File: config.mk
export PLATFORM = sky130hd
export DESIGN_NAME = axis_weight_loader
export DESIGN_NICKNAME = d
export VERILOG_FILES = /design/src/rtl/axis_weight_loader.sv
export SDC_FILE = /design/constraint.sdc
export NUM_CORES = 2
export LEC_CHECK = 0
export ABC_CLOCK_PERIOD_IN_PS = 27400
export CORE_ASPECT_RATIO = 0.6
export CORE_MARGIN = 8
export CORE_UTILIZATION = 60
export DETAILED_ROUTE_END_ITERATION = 16
export PLACE_DENSITY_LB_ADDON = 0.08
export SYNTH_ARGS = -nofsm -noshare
export SYNTH_HDL_FRONTEND = slang
export SYNTH_SLANG_ARGS = --single-unit
export TNS_END_PERCENT = 5
File: constraint.sdc
create_clock -name clk -period 27.4 [get_ports clk]
set_input_delay 5.48 -clock clk [delete_from_list [all_inputs] [get_ports clk]]
set_output_delay 5.48 -clock clk [all_outputs]
set_load 0.005 [all_outputs]
File: src/rtl/axis_weight_loader.sv
// -----------------------------------------------------------------------------
// axis_weight_loader
//
// Weight-preload transmitter for the MVM mesh. Weight rows are pushed through a
// dispatcher-style FIFO write port. Each row goes out as one AXI-Stream flit
// whose tdata is {MVM weight-write header, row} and whose tdest is the target
// MVM node. The flits stream into a mesh ingress port.
//
// Header layout (the bits of tdata above DATAW):
//   [ADDRW-1:0]            register-file address (row index within a DPE)
//   [ADDRW+1:ADDRW]        2'b11, the weight-write opcode
//   [ADDRW+1+DPES:ADDRW+2] one-hot rf_en that selects the DPE
//   remaining bits         0
//
// Optional feature, macro WLOAD_BCAST_EN: adds input cfg_bcast, which is
// latched with cfg_start. When it is latched high, rf_en is all ones,
// exactly cfg_rows flits are sent, and tlast marks only the final flit.
//
// Ports:
//   clk, rst_n           clock; asynchronous active-low reset
//   cfg_start            start pulse, sampled only while idle
//   cfg_node             destination node, driven on tdest
//   cfg_num_dpes         number of DPEs to load, starting at DPE 0
//   cfg_rows             rows per DPE (0..2^ADDRW)
//   cfg_bcast            broadcast select (only with WLOAD_BCAST_EN)
//   busy, done           transfer in progress / one-cycle completion pulse
//   data_fifo_*          row push port; rdy is high while the FIFO is not full
//   axis_tx_*            AXI-Stream master into the mesh
// -----------------------------------------------------------------------------
module axis_weight_loader #(
    parameter int DATAW      = 512,
    parameter int USERW      = 75,
    parameter int DPES       = 64,
    parameter int ADDRW      = 9,
    parameter int IDW        = 2,
    parameter int DESTW      = 4,
    parameter int TID_VALUE  = 0,
    parameter int FIFO_DEPTH = 4
) (
    input  logic                    clk,
    input  logic                    rst_n,
    input  logic                    cfg_start,
    input  logic [DESTW-1:0]        cfg_node,
    input  logic [$clog2(DPES):0]   cfg_num_dpes,
    input  logic [ADDRW:0]          cfg_rows,
`ifdef WLOAD_BCAST_EN
    input  logic                    cfg_bcast,
`endif
    output logic                    busy,
    output logic                    done,
    input  logic                    data_fifo_wen,
    input  logic [DATAW-1:0]        data_fifo_wdata,
    output logic                    data_fifo_rdy,
    output logic                    axis_tx_tvalid,
    input  logic                    axis_tx_tready,
    output logic [DATAW+USERW-1:0]  axis_tx_tdata,
    output logic [IDW-1:0]          axis_tx_tid,
    output logic [DESTW-1:0]        axis_tx_tdest,
    output logic                    axis_tx_tlast
);

    localparam int NDW = $clog2(DPES) + 1;
    localparam int RW  = ADDRW + 1;
    localparam int PW  = (FIFO_DEPTH > 1) ? $clog2(FIFO_DEPTH) : 1;
    localparam int CW  = PW + 1;

    localparam logic [1:0] ST_IDLE  = 2'd0;
    localparam logic [1:0] ST_SEND  = 2'd1;
    localparam logic [1:0] ST_DRAIN = 2'd2;

    // ------------------------------------------------------------------
    // Input FIFO
    // ------------------------------------------------------------------
    logic [DATAW-1:0] fifo_mem [FIFO_DEPTH];
    logic [PW-1:0]    wr_ptr_reg;
    logic [PW-1:0]    rd_ptr_reg;
    logic [CW-1:0]    count_reg;
    logic             fifo_full;
    logic             fifo_empty;
    logic             push;
    logic             pop;

    assign fifo_full     = (count_reg == CW'(FIFO_DEPTH));
    assign fifo_empty    = (count_reg == '0);
    assign data_fifo_rdy = ~fifo_full;
    // A push that lands on a full FIFO is still accepted when the head
    // leaves in the same cycle, so occupancy stays at the limit.
    assign push          = data_fifo_wen & (~fifo_full | pop);

    // Storage has no reset so it maps onto RAM; the output stage below
    // provides the registered read.
    always_ff @(posedge clk) begin
        if (push) begin
            fifo_mem[wr_ptr_reg] <= data_fifo_wdata;
        end
    end

    always_ff @(posedge clk or negedge rst_n) begin
        if (!rst_n) begin
            wr_ptr_reg <= '0;
            rd_ptr_reg <= '0;
            count_reg  <= '0;
        end else begin
            if (push) begin
                wr_ptr_reg <= wr_ptr_reg + PW'(1);
            end
            if (pop) begin
                rd_ptr_reg <= rd_ptr_reg + PW'(1);
            end
            count_reg <= count_reg + CW'(push) - CW'(pop);
        end
    end

    // ------------------------------------------------------------------
    // Transfer control
    // ------------------------------------------------------------------
    logic [1:0]             state_reg;
    logic [DESTW-1:0]       node_reg;
    logic [NDW-1:0]         num_dpes_reg;
    logic [RW-1:0]          rows_reg;
    logic [NDW-1:0]         dpe_cnt_reg;
    logic [ADDRW-1:0]       addr_cnt_reg;
    logic                   tvalid_reg;
    logic                   tlast_reg;
    logic [DATAW+USERW-1:0] tdata_reg;
    logic                   busy_reg;
    logic                   done_reg;
    logic                   bcast_mode;

`ifdef WLOAD_BCAST_EN
    logic bcast_reg;

    always_ff @(posedge clk or negedge rst_n) begin
        if (!rst_n) begin
            bcast_reg <= 1'b0;
        end else if (state_reg == ST_IDLE && cfg_start) begin
            bcast_reg <= cfg_bcast;
        end
    end

    assign bcast_mode = bcast_reg;
`else
    assign bcast_mode = 1'b0;
`endif

    logic fire;
    logic last_addr;
    logic last_dpe;
    logic final_load;
    logic empty_cfg;

    assign fire       = tvalid_reg & axis_tx_tready;
    // The output stage refills when it is empty or being emptied this cycle.
    assign pop        = (state_reg == ST_SEND) & (~tvalid_reg | fire) & ~fifo_empty;
    assign last_addr  = ({1'b0, addr_cnt_reg} == (rows_reg - RW'(1)));
    // Broadcast writes every DPE with each flit, so one pass over the
    // rows finishes the transfer.
    assign last_dpe   = bcast_mode | (dpe_cnt_reg == (num_dpes_reg - NDW'(1)));
    assign final_load = last_addr & last_dpe;
    assign empty_cfg  = (cfg_num_dpes == '0) | (cfg_rows == '0);

    // rf_en one-hot, or all ones in broadcast mode.
    logic [DPES-1:0]  rf_en;
    logic [USERW-1:0] hdr;

    genvar gi;
    generate
        for (gi = 0; gi < DPES; gi++) begin : g_rf_en
            assign rf_en[gi] = bcast_mode | (dpe_cnt_reg == NDW'(gi));
        end
    endgenerate

    assign hdr = USERW'({rf_en, 2'b11, addr_cnt_reg});

    always_ff @(posedge clk or negedge rst_n) begin
        if (!rst_n) begin
            state_reg    <= ST_IDLE;
            node_reg     <= '0;
            num_dpes_reg <= '0;
            rows_reg     <= '0;
            dpe_cnt_reg  <= '0;
            addr_cnt_reg <= '0;
            tvalid_reg   <= 1'b0;
            tlast_reg    <= 1'b0;
            tdata_reg    <= '0;
            busy_reg     <= 1'b0;
            done_reg     <= 1'b0;
        end else begin
            done_reg <= 1'b0;
            case (state_reg)
                ST_IDLE: begin
                    if (cfg_start) begin
                        node_reg     <= cfg_node;
                        num_dpes_reg <= cfg_num_dpes;
                        rows_reg     <= cfg_rows;
                        dpe_cnt_reg  <= '0;
                        addr_cnt_reg <= '0;
                        if (empty_cfg) begin
                            done_reg <= 1'b1;
                        end else begin
                            state_reg <= ST_SEND;
                            busy_reg  <= 1'b1;
                        end
                    end
                end
                ST_SEND: begin
                    if (pop) begin
                        tdata_reg  <= {hdr, fifo_mem[rd_ptr_reg]};
                        tvalid_reg <= 1'b1;
                        // In broadcast mode last_dpe is always true, so this
                        // still marks only the final flit.
                        tlast_reg  <= last_addr;
                        if (last_addr) begin
                            addr_cnt_reg <= '0;
                            dpe_cnt_reg  <= dpe_cnt_reg + NDW'(1);
                        end else begin
                            addr_cnt_reg <= addr_cnt_reg + ADDRW'(1);
                        end
                        if (final_load) begin
                            state_reg <= ST_DRAIN;
                        end
                    end else if (fire) begin
                        tvalid_reg <= 1'b0;
                    end
                end
                ST_DRAIN: begin
                    if (fire) begin
                        tvalid_reg <= 1'b0;
                        busy_reg   <= 1'b0;
                        done_reg   <= 1'b1;
                        state_reg  <= ST_IDLE;
                    end
                end
                default: begin
                    state_reg <= ST_IDLE;
                end
            endcase
        end
    end

    assign busy           = busy_reg;
    assign done           = done_reg;
    assign axis_tx_tvalid = tvalid_reg;
    assign axis_tx_tdata  = tdata_reg;
    assign axis_tx_tlast  = tlast_reg;
    assign axis_tx_tdest  = node_reg;
    assign axis_tx_tid    = IDW'(TID_VALUE);

endmodule

Word level (Yosys, flattened, before mapping)
Memory sizes are Yosys's and may differ from the RTL's. A register that Yosys moved wholly into a read port is not among the register bits.
Cells that the tools add are included.

cells by class
  add/sub/neg operators = 8
  $mul = 0
  divide/modulo/power cells = 0
  $lt $le $gt $ge = 0
  equal/unequal tests = 74
  shift-type cells = 0
  multiplexer cells = 27
  bitwise logic cells = 11
  reductions and logical operators = 15

operator list
  kind                   number
  $eq 7x6->1 const B     32
  $eq 7x5->1 const B     16
  $eq 7x4->1 const B     8
  $eq 7x3->1 const B     4
  $mux 9                 3
  $mux 7                 3
  $pmux 9 s2             1
  $eq 7x2->1 const B     2
  $logic_not 7->1        2
  $pmux 7 s2             1
  $ne 2x2->1 const B     6
  $eq 9x10->1            1
  $logic_not 10->1       1
  $mux 1                 10
  $mux 2                 5
  $sub 10x1->10 const B  1
  $add 9x1->9 const B    1
  $reduce_and 4->1       2
  $add 7x1->7 const B    1
  $eq 7x1->1 const B     1
  $eq 7x7->1             1
  $sub 7x1->7 const B    1
  $pmux 1 s2             3
  $pmux 2 s3             1
  other kinds (16)       28

word-level totals
  flip-flop bits (word level) = 637
  bits in latches = 0
  memory bits (writable) = 2048
  memory bits (read-only) = 0
  input port bits = 538
  output and inout port bits = 598
  word-level logic and storage cells = 150
  memories kept = 1

memory list
  name      depth  width  read ports  clocked after memory_dff  write ports  line  source
  fifo_mem  4      512    1           1                         1            74    logic [DATAW-1:0] fifo_mem [FIFO_DEPTH];

Logic depth before layout (Yosys ltp)
  depth after elaboration = 8
  depth in mapped cells = 15

Least setup slack after synthesis
No wires, ideal clock.

  kind = input to register
  from = in axis_tx_tready
  to = mem fifo_mem[0][0], enable pin
  arrival time = 17.824 ns
  required time = 26.455 ns
  path slack = 8.631 ns
  stages = 5
  path buffers = 1
  path through = o21ai_1 clkinv_1 clkbuf_1 o21a_1 and2_1

between the ends
  longest elaborated chain between the ends = 8

RTL lines
  element                       line  source
  start: declaration            55    input logic axis_tx_tready,
  $and 1x1->1                   152   assign fire = tvalid_reg & axis_tx_tready;
  $or 1x1->1                    154   assign pop = (state_reg == ST_SEND) & (~tvalid_reg | fire) & ~fifo_empty;
  $and 1x1->1 (2 in series)     154
  $or 1x1->1                    88    assign push = data_fifo_wen & (~fifo_full | pop);
  $and 1x1->1                   88
  $mux 1                        93    if (push) begin
  $mux 1 (not written as such)  94    fifo_mem[wr_ptr_reg] <= data_fifo_wdata;
  end: declaration              74

Every way passes these cells.

Worst setup path after layout
  from = in axis_tx_tready
  to = mem fifo_mem[1][488], enable pin

The elaborated chain is that of the path after synthesis.

==> metrics list <==
* Pwr Density: 110 nW/µm²
- Once the floorplan was initialized, standard cells occupied 60.3% of the core.
* Critical path type: primary input to flip-flop
* Leakage: 43.8 nW
* Xor/xnor share of the synthesized area: 0.169%
- Measured against its own limit, the worst slew margin works out to 22.3%.
- The register with the most flip-flops in the layout has 2048 of them.
* Maximum fanout encountered on the critical timing path: 110
- Required time of the critical path: 27840 ps
- The path with the worst hold slack has its endpoint at axis_tx_tdata[481].
- Drt first pass iters: 5
* Largest voltage drop on the vdd net: 0.0756 mV
- Wire length after detailed routing: 254 mm
* Clock sink count: 2684
- The die covers 178000 µm².
- Portion of netlist area occupied by mux cells: 12.0%
* Total power after layout: 0.0132 W
- In this run, the number of DRC markers left after iteration 0 of detailed routing was 4982.
- The initial antenna violation count was 105.
- The number of placed instances, taps included, is 8541.
* FP Rows: 115
- 1136 I/O pins were placed.
- Area growth syn-to-layout: 21.7%
- Setup slack closes at 17680 ps.
* Clock Latency Late Sink: 850 ps
- After detailed routing, the average wire length per cell comes to 28.1 µm.
- Once the clock tree was built, the setup fixing pass inserted 0 buffers.
* Path category of the worst min-delay check: flip-flop to flip-flop
* Sort of element at the start of the critical path: primary input
- Setup WS pre-CTS: 16810 ps
- Between clock sinks in the finished design, the worst skew comes to 38.5 ps.
* Final setup TNS: 0 ps
* # Max-Cap Violations: 0
* Capture instance of the worst register-to-register path: fifo_mem[1][488]
* Final Non-Filler Cells: 9046
- In this run the critical register-to-register path is launched from state_reg[1].
- After detailed routing, the number of vias per cell comes to 5.84.
- TritonCTS built the clock tree.
* Compound-cell area share of the yosys netlist: 0.907%
- Placer congestion estimate: 0.818
- Critical path endpoint category: flip-flop
- Count of port buffers added during placement: 1133
- Clock buffer count from CTS: 233
* Flop pwr share: 45.3%
- Number of nets in the final layout: 7167
- Yosys reg bits: 2684
- Of the available clock period, the critical path in the final layout requires 35.5%.
* Arr. time, crit path: 10160 ps
* Total Routing Usage GR: 28.0%
* Pin count of the biggest net entering global routing: 147
- In this run switching power makes up 30.8% of total power.
- Main synth FF type: sky130_fd_sc_hd__edfxtp_1
- Count of H-tree levels built during CTS: 4
- Mean area per synthesized cell: 18.1 µm²
* Simple logic cell fraction of the synthesized area: 7.00%
- Actual slew at the worst max-slew pin: 1170 ps
- Part of the Yosys area used for sequential elements: 78.6%
- The floorplan step defined a core boundary enclosing 163000 µm².
- Setup repair after global routing missed its margin: false
- The analysis attributes to net switching a power of 0.00407 W.
* Share of final-layout standard cells stronger than drive strength 1: 14.0%
* Power share of the combinational group: 30.1%
- Adder-cell share of the synthesized area: 0.224%
- Sequential cell area: 77400 µm²
- Clock Tree Root: sky130_fd_sc_hd__clkbuf_16
- After synthesis the cells add up to 98500 µm².
* # fillers: 9746
- After synthesis, the largest family of logic cells by area is multiplexers.
* Final-report max-slew violation count: 0
- Final HPWL from detailed placement: 162 mm
* EDFF count, synth: 2048
- Post-CTS repair changed the size of 0 cells.
- Clock-pin slew on the worst setup and hold paths: 60 ps
- Hold violation count in the final report: 0
* Distinct cells, synth: 65
- The library cell used most frequently in the layout, excluding fill and tap cells, is sky130_fd_sc_hd__edfxtp_1.
* Die Span Y: 330 µm
* Number of cells on the worst hold path: 2
- Grt total ovfl: 0
* Number of remaining DRC errors: 0
- The clock passes through at most 4 buffers.
- Count of vias placed by the detailed router: 52855
- Result of the run: completed
- The first global-routing pass estimated 369 mm of wire.
* Antenna-violating nets left: 0
* Depth of the most critical reg-to-reg path: 9
* Reg-to-reg slack, setup: 21520 ps
- The multi-input combinational cells in the finished layout cover a total of 20000 µm².
- Int Power: 0.00914 W
* Vias in the first global route: 54031
* Async SR Flop Fraction: 23.7%
- Counting I/O delays and the setup requirement, the final critical path takes 9720 ps.
- Horizontal die dimension: 539 µm
* HP Start: axis_tx_tdata[481]
- Hold repair after CTS inserted 0 buffers.
- Commonest non-fill, non-tap cells in the layout: 2048 x sky130_fd_sc_hd__edfxtp_1, 1678 x sky130_fd_sc_hd__nand2_1, 1132 x sky130_fd_sc_hd__clkdlybuf4s50_1, 634 x sky130_fd_sc_hd__dfrtp_1, 512 x sky130_fd_sc_hd__mux4_2
- Highest achievable clock rate: 103 MHz
* Yosys synthesis warning count: 0
- The clock network is responsible for 24.6% of the overall power.
- Setup violations remaining at the end of the flow were counted as 0.
- Synthesis produced a netlist whose cell count is 5442.
cell families after synthesis:
| logic type | Yosys count |
|---|---|
| muxes | 537 |
| xor gates and xnor gates | 19 |
| buffers and inverters | 286 |
| AOI/OAI and AO/OA | 120 |
| adders and majority gates | 17 |
| and+or+nand+nor | 1778 |
| DFF | 2684 |
| other | 1 |
stage by stage:
step / hold slack [ps] / instance area [µm²] / util, %
after floorplan: 467 / 98500 / -
after global placement: 457 / 112000 / 68.6
after CTS: 477 / 120000 / 73.2
final: 471 / 120000 / 73.3
after detailed placement: 461 / 112000 / 68.6
after global routing: 490 / 120000 / 73.3
per-layer routing:
metal  wire length, µm  track usage (%)
met1             94200             35.4
met2            131000             47.3
met3             18600             6.69
met4             10300             12.0
met5               278                0
critical path, cell delays in order:
cell	delay (ps)
sky130_fd_sc_hd__clkdlybuf4s50_1	560
sky130_fd_sc_hd__o21ai_4	290
sky130_fd_sc_hd__inv_8	660
sky130_fd_sc_hd__o21a_1	390
sky130_fd_sc_hd__and2_4	740
sky130_fd_sc_hd__buf_4	870
sky130_fd_sc_hd__buf_4	920
worst max-delay path by stage:
stage,start,to,slack [ps],cells past startpoint
2_1_floorplan,axis_tx_tready,fifo_mem[0][0],8630,5
3_3_place_gp,axis_tx_tready,fifo_mem[1][179],16840,7
3_5_place_dp,axis_tx_tready,fifo_mem[1][481],16810,7
4_1_cts,axis_tx_tready,fifo_mem[1][488],17720,7
5_1_grt,axis_tx_tready,fifo_mem[1][491],17470,7
6_report,axis_tx_tready,fifo_mem[1][488],17680,7
Yosys cell counts (2+ instances only):
master                        n  area share, %
sky130_fd_sc_hd__o31ai_1     66           0.50
sky130_fd_sc_hd__o211ai_1     3          0.023
sky130_fd_sc_hd__dfrtp_1    636             16
sky130_fd_sc_hd__and3_1       2          0.013
sky130_fd_sc_hd__mux2i_1      4          0.041
sky130_fd_sc_hd__o21ai_1      2          0.010
sky130_fd_sc_hd__o221ai_1     8          0.071
sky130_fd_sc_hd__or3_1        3          0.019
sky130_fd_sc_hd__mux2_2      21           0.24
sky130_fd_sc_hd__a21oi_1      4          0.020
sky130_fd_sc_hd__xor2_1       7          0.062
sky130_fd_sc_hd__a31oi_1      2          0.013
sky130_fd_sc_hd__nand3_1      9          0.046
sky130_fd_sc_hd__and2_1      12          0.076
sky130_fd_sc_hd__inv_1       20          0.076
sky130_fd_sc_hd__nand2b_1     6          0.038
sky130_fd_sc_hd__nand2_1   1678            6.4
sky130_fd_sc_hd__nor2b_1      9          0.057
sky130_fd_sc_hd__or2_2        5          0.032
sky130_fd_sc_hd__edfxtp_1  2048             62
sky130_fd_sc_hd__mux4_2     512             12
sky130_fd_sc_hd__nor4_1       4          0.025
sky130_fd_sc_hd__nand4_1      2          0.013
sky130_fd_sc_hd__and4_1       3          0.027
sky130_fd_sc_hd__ha_1        16           0.20
sky130_fd_sc_hd__buf_1       62           0.24
sky130_fd_sc_hd__o22ai_1      2          0.013
sky130_fd_sc_hd__buf_4        3          0.023
sky130_fd_sc_hd__nand3b_1     2          0.015
sky130_fd_sc_hd__nor2_1      19          0.072
sky130_fd_sc_hd__o21ai_0     16          0.081
sky130_fd_sc_hd__nor3_1      14          0.071
sky130_fd_sc_hd__xnor2_1     12           0.11
sky130_fd_sc_hd__clkbuf_1   199           0.76
cell type report:
cell class                 count  area share (%)
timing repair buffer        1199            9.99
multi-input combinational   2473            16.7
sequential                  2684            64.6
inverter                      21          0.0720
antenna                       75           0.157
tap                         2164            2.26
clock buffer                 323            5.37
clock inverter               107           0.855
power groups by stage:
stage | Clock, W | Sequential (W) | Combinational [W]
floorplan | 0 | 0.00625 | 0.00227
global placement | 0 | 0.00601 | 0.00399
detailed placement | 0 | 0.00604 | 0.00404
CTS | 0.00330 | 0.00598 | 0.00406
global route | 0.00345 | 0.00605 | 0.00432
finish | 0.00325 | 0.00598 | 0.00398
(Power assumes the default switching activity.)
